## src/rtl/param_universal_shiftreg.sv

```systemverilog
// ============================================================================
// param_universal_shiftreg : parametrised universal shift/rotate register with
// a self-timed LSB-first serialize burst.                          Rev 1.0
// ============================================================================
`default_nettype none

module param_universal_shiftreg #(
  parameter int WIDTH = 8,
  parameter int AMT_W = $clog2(WIDTH)
) (
  input  logic             clk,
  input  logic             async_reset_n,
  input  logic             sync_reset,
  input  logic             enable,
  input  logic [2:0]       mode,
  input  logic [AMT_W-1:0] amt,
  input  logic [WIDTH-1:0] in,
  input  logic             ser_in_right,
  input  logic             ser_in_left,
  output logic [WIDTH-1:0] out,
  output logic             ser_out_msb,
  output logic             ser_out_lsb,
  output logic             busy,
  output logic             done
);

  typedef enum logic [0:0] {IDLE = 1'b0, SHIFT = 1'b1} state_t;

  localparam logic [2:0] C_HOLD  = 3'b000;
  localparam logic [2:0] C_SHL   = 3'b001;
  localparam logic [2:0] C_SHR   = 3'b010;
  localparam logic [2:0] C_LOAD  = 3'b011;
  localparam logic [2:0] C_ROL   = 3'b100;
  localparam logic [2:0] C_ROR   = 3'b101;
  localparam logic [2:0] C_ASR   = 3'b110;
  localparam logic [2:0] C_BURST = 3'b111;

  state_t             r_state, w_state_nx;
  logic [WIDTH-1:0]   r_data, w_data_nx;
  logic [AMT_W-1:0]   r_cnt, w_cnt_nx;
  logic               r_busy, w_busy_nx;
  logic               r_done, w_done_nx;

  logic [AMT_W-1:0]   w_rot_k;
  logic [WIDTH-1:0]   w_lmask, w_rmask;
  logic [WIDTH-1:0]   w_shl, w_shr, w_asr, w_rol, w_ror;
  logic [2*WIDTH-1:0] w_dbl_l, w_dbl_r;

  // Masks mark vacated positions; a shift by k >= WIDTH yields an all-ones mask.
  always_comb begin
    w_rot_k = AMT_W'(amt % WIDTH);
    w_lmask = ~({WIDTH{1'b1}} << amt);
    w_rmask = ~({WIDTH{1'b1}} >> amt);
    w_shl   = (r_data << amt) | (w_lmask & {WIDTH{ser_in_left}});
    w_shr   = (r_data >> amt) | (w_rmask & {WIDTH{ser_in_right}});
    w_asr   = (r_data >> amt) | (w_rmask & {WIDTH{r_data[WIDTH-1]}});
    w_dbl_l = {r_data, r_data} << w_rot_k;
    w_dbl_r = {r_data, r_data} >> w_rot_k;
    w_rol   = w_dbl_l[2*WIDTH-1:WIDTH];
    w_ror   = w_dbl_r[WIDTH-1:0];
  end

  always_comb begin
    w_state_nx = r_state;
    w_data_nx  = r_data;
    w_cnt_nx   = r_cnt;
    w_busy_nx  = r_busy;
    w_done_nx  = 1'b0;
    if (sync_reset) begin
      w_state_nx = IDLE;
      w_data_nx  = '0;
      w_busy_nx  = 1'b0;
    end else if (r_state == SHIFT) begin
      if (r_cnt != '0) begin
        w_data_nx = {ser_in_right, r_data[WIDTH-1:1]};
        w_cnt_nx  = r_cnt - 1'b1;
      end else begin
        w_busy_nx  = 1'b0;
        w_done_nx  = 1'b1;
        w_state_nx = IDLE;
      end
    end else if (enable) begin
      case (mode)
        C_HOLD:  w_data_nx = r_data;
        C_SHL:   w_data_nx = w_shl;
        C_SHR:   w_data_nx = w_shr;
        C_LOAD:  w_data_nx = in;
        C_ROL:   w_data_nx = w_rol;
        C_ROR:   w_data_nx = w_ror;
        C_ASR:   w_data_nx = w_asr;
        C_BURST: begin
          w_data_nx  = in;
          w_cnt_nx   = AMT_W'(WIDTH - 1);
          w_busy_nx  = 1'b1;
          w_state_nx = SHIFT;
        end
        default: w_data_nx = r_data;
      endcase
    end
  end

  always_ff @(posedge clk or negedge async_reset_n) begin
    if (!async_reset_n) begin
      r_state <= IDLE;
      r_data  <= '0;
      r_cnt   <= '0;
      r_busy  <= 1'b0;
      r_done  <= 1'b0;
    end else begin
      r_state <= w_state_nx;
      r_data  <= w_data_nx;
      r_cnt   <= w_cnt_nx;
      r_busy  <= w_busy_nx;
      r_done  <= w_done_nx;
    end
  end

  assign out         = r_data;
  assign ser_out_msb = r_data[WIDTH-1];
  assign ser_out_lsb = r_data[0];
  assign busy        = r_busy;
  assign done        = r_done;

endmodule

`default_nettype wire

```

## config.mk

```make
export PLATFORM = sky130hd
export DESIGN_NAME = param_universal_shiftreg
export DESIGN_NICKNAME = d
export VERILOG_FILES = /design/src/rtl/param_universal_shiftreg.sv
export SDC_FILE = /design/constraint.sdc
export NUM_CORES = 1
export LEC_CHECK = 0
export CAP_MARGIN = 10
export CORE_AREA = 2 2 75 77
export CTS_CLUSTER_DIAMETER = 30
export DETAILED_ROUTE_END_ITERATION = 10
export DIE_AREA = 0 0 77 79
export GPL_TIMING_DRIVEN = 0
export PLACE_DENSITY = 0.71
export REMOVE_ABC_BUFFERS = 1
export SLEW_MARGIN = 5
export SYNTH_ARGS = -nofsm -noshare
export SYNTH_HDL_FRONTEND = slang
export SYNTH_SLANG_ARGS = --single-unit
export TNS_END_PERCENT = 10
```

## constraint.sdc

```tcl
create_clock -name clk -period 3.3 [get_ports clk]
set_input_delay 0.66 -clock clk [delete_from_list [all_inputs] [get_ports clk]]
set_output_delay 0.66 -clock clk [all_outputs]
set_load 0.01 [all_outputs]
```

==> reports/qor.txt, run 1 <==
status = complete, no violations
grt ovf = 0
setup bufs post-CTS = 0
DRC errors left = 0
post-route insts no fill = 315
WS Path Type = in2reg
startpoint types = input port
wire per inst = 18.40 microns
Primary FF master, synth = dfrtp_1
post-route setup slack = 0.2997 ns
Max Slew Vio Count = 0
worst slack, placed = -0.3174 ns
CORE AREA = 5338 sq um
largest net degree at the start of global routing = 36
final core utilization = 0.4381
routability congestion estimate from global placement = 0.8783
CTS Buf Count = 3
CTS root buf = clkbuf_8
layout cell share with drive strength beyond 1 = 0.1235
worst rel slew slack = 0.2789
Area Overhead vs Synth = 15.02%
CP max stage cell = clkdlybuf4s50_1
Synth Area per Inst = 8.507 sq um
PnR Total Power = 0.7341 mW
CTS Sinks = 14
slowest stage delay, CP = 0.89 ns
vias in the first global route = 1,783
Cell Area, Synth = 2033 sq um
routed wire length = 5.797 mm
Max Freq = 333.3 MHz
crit-path cells = clkdlybuf4s50_1 > buf_16 > mux4_2 > nand3_1 > a21oi_1 > a2111oi_0 > a21oi_1
r2r worst-path depth = 5
FP Rows = 27
port bufs = 31
Final min period = 3.000 ns
CP Buf/Inv Count = 2
FF-to-FF Start = r_state
post-cts sizing count = 1
Worst path top cell family by delay = buffers and inverters
worst hold-check path type = reg2reg
Ports = 32
Pleak = 0.8909 nW
Min-Delay Endpoint = busy
CTS tree = done
DR vias = 1,948
Worst-Skew Late Latency = 0.25 ns
RSZ-0062 raised after global routing = no
Clock Skew = 0.003984 ns
Layout Nets = 267
Worst VDD drop = 0.1431 mV
Routed Antenna Nets = 0
Worst Hold Depth = 2
Starting Density = 0.3809
maxcap violations = 0
HPWL after detailed placement = 3.945 mm
Die Area = 6083 sq um
number of synthesized flops with an enable pin = 0
Syn Inst Count = 239
R2R setup slack = 1.11 ns
beginning of the worst hold path = busy
Fin. Hold Viols = 0
Worst EP arrival = 3.11 ns
Worst-Margin Slew = 1.078 ns
Multi-input gate area = 1486 sq um
DRT iter0 DRCs = 272
placed cells = 312
RR Endpoint = out[3]
DRT Pass-1 Iters = 4
Worst path most repeated cell = a21oi_1
Non-Filler Cell Area, Final = 2338 sq um
ANT cells = 0
Reg clk slew, reported paths = 0.06 ns
worst-case clock buffer depth = 2
initial antenna violation count = 0
yosys warns = 0
CP Max Fanout = 20
post-synthesis register bit count = 14
FF+latch area = 350.3 sq um
power per cell area = 313.9 nW/um^2
critical path startpoint = amt[0]
Synth cell types = 53
first-pass GRT wire length = 9.515 mm
Die Wd = 77 microns
Total GRT Usage = 0.1942
endpoint class of the critical path = flop
H-tree levels = 1
fin crit share = 0.9092
ys async rst share = 1.000
final setup fails = 0
required time worst endpoint = 3.41 ns
placed instance area = 2286 sq um
fill count = 558
Seq/Total Area, Yosys = 0.1723
Hold Buf Count CTS = 0
Via-to-Cell Ratio = 6.184
Chip Height = 79 microns
[cell usage in the layout (no fill, tap or decap), types with 3 or more instances in the layout]
cell and n:
a2111oi_0 5, a21oi_1 18, a221oi_1 5, a22o_1 3
a22oi_1 3, and2_1 4, clkbuf_8 3, clkdlybuf4s50_1 30
dfrtp_1 14, inv_1 10, mux2_2 6, mux2i_1 20
mux4_2 13, nand2_1 15, nand2b_1 4, nand3_1 4
nand4_1 4, nor2_1 18, nor2b_1 10, nor3_1 7
o21ai_0 7, o21ai_1 3
[cells by family (layout without fill, tap and decap cells)]
logic type / Yosys count / in the layout / synth area share
buf+inv: 41 / 45 / 0.1022
mux: 41 / 41 / 0.2868
compound gates: 65 / 65 / 0.2289
simple gates: 76 / 76 / 0.1975
fa+ha+maj: 2 / 2 / 0.01231
flops: 14 / 14 / 0.1723
[stage by stage]
stage	hold WS (ns)	TNS, ns
2_1_floorplan	0.3644	0
3_3_place_gp	0.5320	-2.511
3_5_place_dp	0.5337	-1.545
4_1_cts	0.5425	0
5_1_grt	0.6088	0
6_report	0.5372	0
[flip-flops by register name, indices dropped and copies added, names as in the netlist]
signal / flops
r_state: 1
out: 8
busy: 1
r_cnt: 3
done: 1
[routing by layer]
metal / vias up / global-route usage / part of all wire
li1: 913 / - / -
met1: 931 / 0.2927 / 0.44
met2: 99 / 0.3026 / 0.46
met3: 5 / 0.02955 / 0.089
met4: 0 / 0.02500 / 0.0050
met5: - / 0 / 0
[tightest hold or removal path, cell delays in order (launching register included)]
cell      delay (ns)
dfrtp_1         0.37
inv_1           0.05
a221oi_1        0.06
[synthesized netlist by cell type, drive strengths merged (6+ instances only)]
cell,instances,share of area
mux2i,20,0.098
a21oi,18,0.044
nor2,18,0.033
buf,17,0.058
nand2,15,0.028
clkbuf,14,0.026
dfrtp,14,0.17
mux4,13,0.14
inv,10,0.018
nor2b,10,0.031
o21ai,10,0.025
mux2,8,0.044
nor3,8,0.022
a2111oi,6,0.029
a221oi,6,0.029
[where the power goes]
part | total [mW] | internal (mW) | switching, mW
clock network | 0.143 | 0.0810 | 0.0618
logic | 0.333 | 0.174 | 0.159
registers | 0.259 | 0.196 | 0.0626
[worst max-delay path by stage]
stage | endpoint | slack, ns | depth (start not counted)
2_1_floorplan | out[0] | 0.90 | 4
3_5_place_dp | out[1] | -0.32 | 6
6_report | out[3] | 0.30 | 7
5_1_grt | out[4] | 0.11 | 7
4_1_cts | out[3] | 0.28 | 7
3_3_place_gp | out[3] | -0.52 | 6
[layout make-up]
| class | instances | share of cell area |
|---|---|---|
| Tap cell | 72 | 0.03852 |
| Multi-Input combinational cell | 184 | 0.6356 |
| Inverter | 10 | 0.01605 |
| Sequential cell | 14 | 0.1498 |
| Clock buffer | 3 | 0.01766 |
| Timing Repair Buffer | 32 | 0.1423 |
No activity file was read; power rests on OpenSTA's default activity.
==> run 2: changes to the inputs <==
--- a/config.mk
+++ b/config.mk
@@ -8,6 +8,7 @@
 export CAP_MARGIN = 10
 export CORE_AREA = 2 2 75 77
 export CTS_CLUSTER_DIAMETER = 30
+export CTS_CLUSTER_SIZE = 16
 export DETAILED_ROUTE_END_ITERATION = 10
 export DIE_AREA = 0 0 77 79
 export GPL_TIMING_DRIVEN = 0
==> results of run 2 <==
The final DEF is identical to that of run 1; final timing and power are the same.
